--- config.mk ---
export PLATFORM = sky130hd
export DESIGN_NAME = klingon_digit_sequencer
export DESIGN_NICKNAME = d
export VERILOG_FILES = /design/src/rtl/klingon_digit_sequencer.sv
export SDC_FILE = /design/constraint.sdc
export NUM_CORES = 1
export LEC_CHECK = 0
export BUFFER_PORTS_ARGS = -buffer_cell sky130_fd_sc_hd__buf_2
export CAP_MARGIN = 10
export CORE_UTILIZATION = 38
export DETAILED_ROUTE_END_ITERATION = 8
export GPL_TIMING_DRIVEN = 0
export PLACE_DENSITY = 0.56
export SKIP_LAST_GASP = 1
export SLEW_MARGIN = 30
export SYNTH_ARGS = -nofsm -noshare
export SYNTH_HDL_FRONTEND = slang
export SYNTH_SLANG_ARGS = --single-unit
--- constraint.sdc ---
create_clock -name clk -period 3.3 [get_ports clk]
set_input_delay 0.66 -clock clk [delete_from_list [all_inputs] [get_ports clk]]
set_output_delay 0.66 -clock clk [all_outputs]
set_load 0.02 [all_outputs]
--- src/rtl/klingon_digit_sequencer.sv ---
// Two-digit BCD step counter (00..99) with prescaler, synchronous load and wrap/error pulses.
// Define KLINGON_DOWN_COUNT_EN to add the 'up' port and down counting.
module klingon_digit_sequencer #(
  parameter int unsigned PRESCALE = 100
) (
  input  logic       clk,
  input  logic       reset_n,
  input  logic       en,
  input  logic       load,
  input  logic [7:0] load_val,
`ifdef KLINGON_DOWN_COUNT_EN
  input  logic       up,
`endif
  output logic [3:0] digit_lo,
  output logic [3:0] digit_hi,
  output logic       tick,
  output logic       wrap,
  output logic       load_err
);

  localparam int unsigned PW = (PRESCALE > 1) ? $clog2(PRESCALE) : 1;
  localparam logic [PW-1:0] PMAX = PW'(PRESCALE - 1);

  logic [PW-1:0] pre;
  logic          count_up;
  logic [3:0]    lo_n, hi_n;
  logic          wrap_n;
  logic [3:0]    lo_ld, hi_ld;
  logic          ld_bad;

`ifdef KLINGON_DOWN_COUNT_EN
  assign count_up = up;
`else
  assign count_up = 1'b1;
`endif

  // Next digits for a step; >= / <= comparisons keep any stray state inside 0..9.
  always_comb begin
    lo_n   = digit_lo;
    hi_n   = digit_hi;
    wrap_n = 1'b0;
    if (count_up) begin
      if (digit_lo >= 4'd9) begin
        lo_n = '0;
        if (digit_hi >= 4'd9) begin
          hi_n   = '0;
          wrap_n = 1'b1;
        end else begin
          hi_n = digit_hi + 4'd1;
        end
      end else begin
        lo_n = digit_lo + 4'd1;
      end
    end else begin
      if (digit_lo == 4'd0 || digit_lo > 4'd9) begin
        lo_n = 4'd9;
        if (digit_hi == 4'd0 || digit_hi > 4'd9) begin
          hi_n   = 4'd9;
          wrap_n = 1'b1;
        end else begin
          hi_n = digit_hi - 4'd1;
        end
      end else begin
        lo_n = digit_lo - 4'd1;
      end
    end
  end

  always_comb begin
    lo_ld  = (load_val[3:0] > 4'd9) ? '0 : load_val[3:0];
    hi_ld  = (load_val[7:4] > 4'd9) ? '0 : load_val[7:4];
    ld_bad = (load_val[3:0] > 4'd9) || (load_val[7:4] > 4'd9);
  end

  always_ff @(posedge clk or negedge reset_n) begin
    if (!reset_n) begin
      pre      <= '0;
      digit_lo <= '0;
      digit_hi <= '0;
      tick     <= 1'b0;
      wrap     <= 1'b0;
      load_err <= 1'b0;
    end else begin
      tick     <= 1'b0;
      wrap     <= 1'b0;
      load_err <= 1'b0;
      if (load) begin
        // Load wins over a coincident step and restarts the prescale interval.
        pre      <= '0;
        digit_lo <= lo_ld;
        digit_hi <= hi_ld;
        load_err <= ld_bad;
      end else if (en) begin
        if (pre == PMAX) begin
          pre      <= '0;
          digit_lo <= lo_n;
          digit_hi <= hi_n;
          tick     <= 1'b1;
          wrap     <= wrap_n;
        end else begin
          pre <= pre + PW'(1);
        end
      end
    end
  end

endmodule

==> summary.txt <==
Run status
  • Run status: finished clean

Worst setup path
  • Crit-path cells: ha_1 -> nand2b_1 -> o2111ai_4 -> nor3_2 -> a311o_1
  • Slowest stage delay, CP: 460 ps
  • R2r startpoint: digit_lo[0]$_DFFE_PN0P_
  • CP arrival: 2000 ps
  • Worst EP required: 3490 ps
  • Highest-delay cell along the critical path: dfrtp_1
  • Setup crit end kind: register
  • Reg2reg path depth: 5
  • Crit Reg-Reg Endpoint: digit_hi[2]$_DFFE_PN0P_
  • Worst Setup Start Kind: register
  • Crit-path max FO: 7
  • WS Path Type: register to register
  • R2R Setup Slk: 1500 ps

Finish
  • Layout cell share with drive strength beyond 1: 24.5%
  • Area Overhead vs Synth: 16.6%
  • Commonest non-fill, non-tap cell in the layout: buf_2
  • Final-stage net count: 159
  • Commonest cells after routing, fill and taps aside: 22 x buf_2, 18 x dfrtp_1, 8 x inv_1
  • # fillers: 289
  • N_diodes: 0

Logic synthesis
  • Synth Register Bits: 18
  • Yosys cell types: 43
  • Most common flop cell mapped by yosys: dfrtp_1
  • Post-synthesis cell count: 113
  • Cell area after synthesis: 1120 µm²
  • Post-synth EDFFs: 0
  • Sequential fraction of the synthesis area: 40.4%
  • YS warnings: 0
  • Mean post-synth cell area: 9.88 µm²
  • Post-synth ARST share: 100%
  • Post-synth net total: 132

Power and ir drop
  • Sequential share of power: 50.2%
  • P_sw: 0.000165 W
  • Worst VDD drop: 0.217 mV
  • Tot Pwr: 0.000513 W
  • Internal power: 0.000348 W
  • Pwr Density: 394 nW/µm²
  • Logic pwr share: 22.2%
  • Clock Power Share: 27.6%
  • Switch share: 32.2%
  • Leak Pwr: 0.604 nW

GRT
  • Largest net degree at the start of global routing: 19
  • First-pass GRT wire length: 4090 µm
  • Total track usage: 16.9%
  • Vias in the first global route: 891
  • GR Overflow Total: 0
  • Antenna violations before repair: 0

Drt
  • Vias per cell: 5.67
  • Iter 0 DRT Violations: 24
  • Drt pass-1 iters: 4
  • Wirelength per Cell: 14.3 µm
  • Routed Antenna Nets: 0
  • Routed wire length: 2420 µm
  • Via count: 964
  • Drc violations: 0

Timing
  • Fin. Hold Viols: 0
  • Worst Tran Pin Value: 409 ps
  • Total negative slack: 0 ps
  • Final setup fails: 0
  • Slew Limit Headroom: 72.0%
  • Tmin final: 1800 ps
  • Highest clock rate: 554 MHz
  • Final Slew Violations: 0
  • Final worst-path cycle share: 54.7%
  • RSZ-0062 raised after global routing: false
  • Clock Skew: 0.377 ps

Die
  • DIE HEIGHT: 56.2 µm
  • I/O pin count: 23
  • Num rows: 19
  • Core ar.: 2760 µm²
  • Starting density of the core: 40.5%
  • Die Width: 56.2 µm
  • Die Footprint: 3160 µm²

Clock tree
  • Maximum root-to-sink buffer count: 2
  • Clock root buffer: clkbuf_4
  • Worst-Skew Late Latency: 300 ps
  • CTS tree: built
  • Total CTS buffers: 3
  • Resized cells post-CTS: 0
  • # hold bufs at CTS: 0
  • Clock-pin slew on the worst setup and hold paths: 110 ps
  • CTS Sinks: 18
  • Setup Fix Bufs, Post-CTS: 0
  • Htree depth: 1

Place
  • HPWL Detailed: 1780 µm
  • GP Congestion: 0.785
  • Port buffer count: 22

Hold path
  • Hold Crit Class: input pin to asynchronous set/reset pin

Run
  • Max-capacitance violation count: 0
-- cells in the mapped netlist (2+ instances only) --
master / instances / share of area [%]
nor2b_1: 2 / 1.1
a31oi_1: 4 / 2.2
o21ai_0: 5 / 2.2
nor3b_1: 4 / 2.7
ha_1: 7 / 7.8
nand4_1: 2 / 1.1
nand2b_1: 2 / 1.1
nand2_1: 6 / 2.0
nor3_1: 4 / 1.8
or3_1: 3 / 1.7
nand3b_1: 2 / 1.3
a21oi_1: 4 / 1.8
inv_1: 8 / 2.7
xor2_1: 2 / 1.6
nand3_1: 7 / 3.1
dfrtp_1: 18 / 40
nor2_1: 7 / 2.4
-- per-stage QoR --
| stage | cell area, µm² | setup WS, ps | utilization, % | hold slack [ps] | std cells |
|---|---|---|---|---|---|
| 2_1_floorplan | 1120 | 1550 | - | 364 | 113 |
| 3_3_place_gp | 1260 | 1480 | 45.9 | 548 | 166 |
| 3_5_place_dp | 1260 | 1460 | 45.9 | 556 | 166 |
| 4_1_cts | 1300 | 1480 | 47.2 | 283 | 170 |
| 5_1_grt | 1300 | 1390 | 47.2 | 300 | 170 |
| 6_report | 1300 | 1500 | 47.2 | 280 | 170 |
-- cells by family after synthesis --
kind of cell | count (synthesis) | synth area share, %
AOI/OAI and AO/OA | 28 | 20.1
xor gates and xnor gates | 2 | 1.57
adders and majority gates | 7 | 7.85
buffers and inverters | 11 | 4.71
DFF | 18 | 40.4
and+or+nand+nor | 47 | 25.4
-- power by group through the flow --
stage          Sequential (W)  Clock [W]  Combinational [W]
6_report             0.000258   0.000142           0.000114
5_1_grt              0.000260   0.000156           0.000127
4_1_cts              0.000257   0.000148           0.000115
3_5_place_dp         0.000261          0           0.000114
3_3_place_gp         0.000261          0           0.000112
2_1_floorplan        0.000274          0          0.0000572
-- registers in the layout (all words and copies together) (netlist names) --
name      cells
pre           7
load_err      1
wrap          1
digit_lo      4
digit_hi      4
tick          1
-- cell type report --
type                       count  area [µm²]  share of cell area (%)
buffer                         3        22.5                    1.73
sequential                    18         450                    34.6
multi-input combinational     84         613                    47.1
clock buffer                   4        36.3                    2.79
inverter                       8        30.0                    2.31
tap                           31        38.8                    2.98
timing repair buffer          22         110                    8.46
-- critical path: cells and delay by family, from the launching register on --
| kind | cells | cell delay, ps |
|---|---|---|
| DFF | 1 | 460 |
| and+or+nand+nor | 2 | 330 |
| adders and majority gates | 1 | 220 |
| AOI/OAI and AO/OA | 2 | 680 |
-- per-layer routing --
layer	vias to the layer above	wire [µm]	GRT usage [%]
li1	478	-	-
met1	459	1150	22.0
met2	23	1150	26.5
met3	4	97	5.12
met4	0	25	5.92
met5	-	0	0
-- worst max path at each step --
stage | end | depth (start not counted) | slack, ps | from
2_1_floorplan | digit_hi[2]$_DFFE_PN0P_ | 6 | 1550 | digit_lo[1]$_DFFE_PN0P_
3_3_place_gp | digit_hi[2]$_DFFE_PN0P_ | 5 | 1480 | en
3_5_place_dp | digit_hi[2]$_DFFE_PN0P_ | 5 | 1460 | en
4_1_cts | digit_hi[2]$_DFFE_PN0P_ | 5 | 1480 | digit_lo[0]$_DFFE_PN0P_
5_1_grt | digit_hi[2]$_DFFE_PN0P_ | 5 | 1390 | digit_lo[0]$_DFFE_PN0P_
6_report | digit_hi[2]$_DFFE_PN0P_ | 5 | 1500 | digit_lo[0]$_DFFE_PN0P_
(Power assumes the default switching activity.)
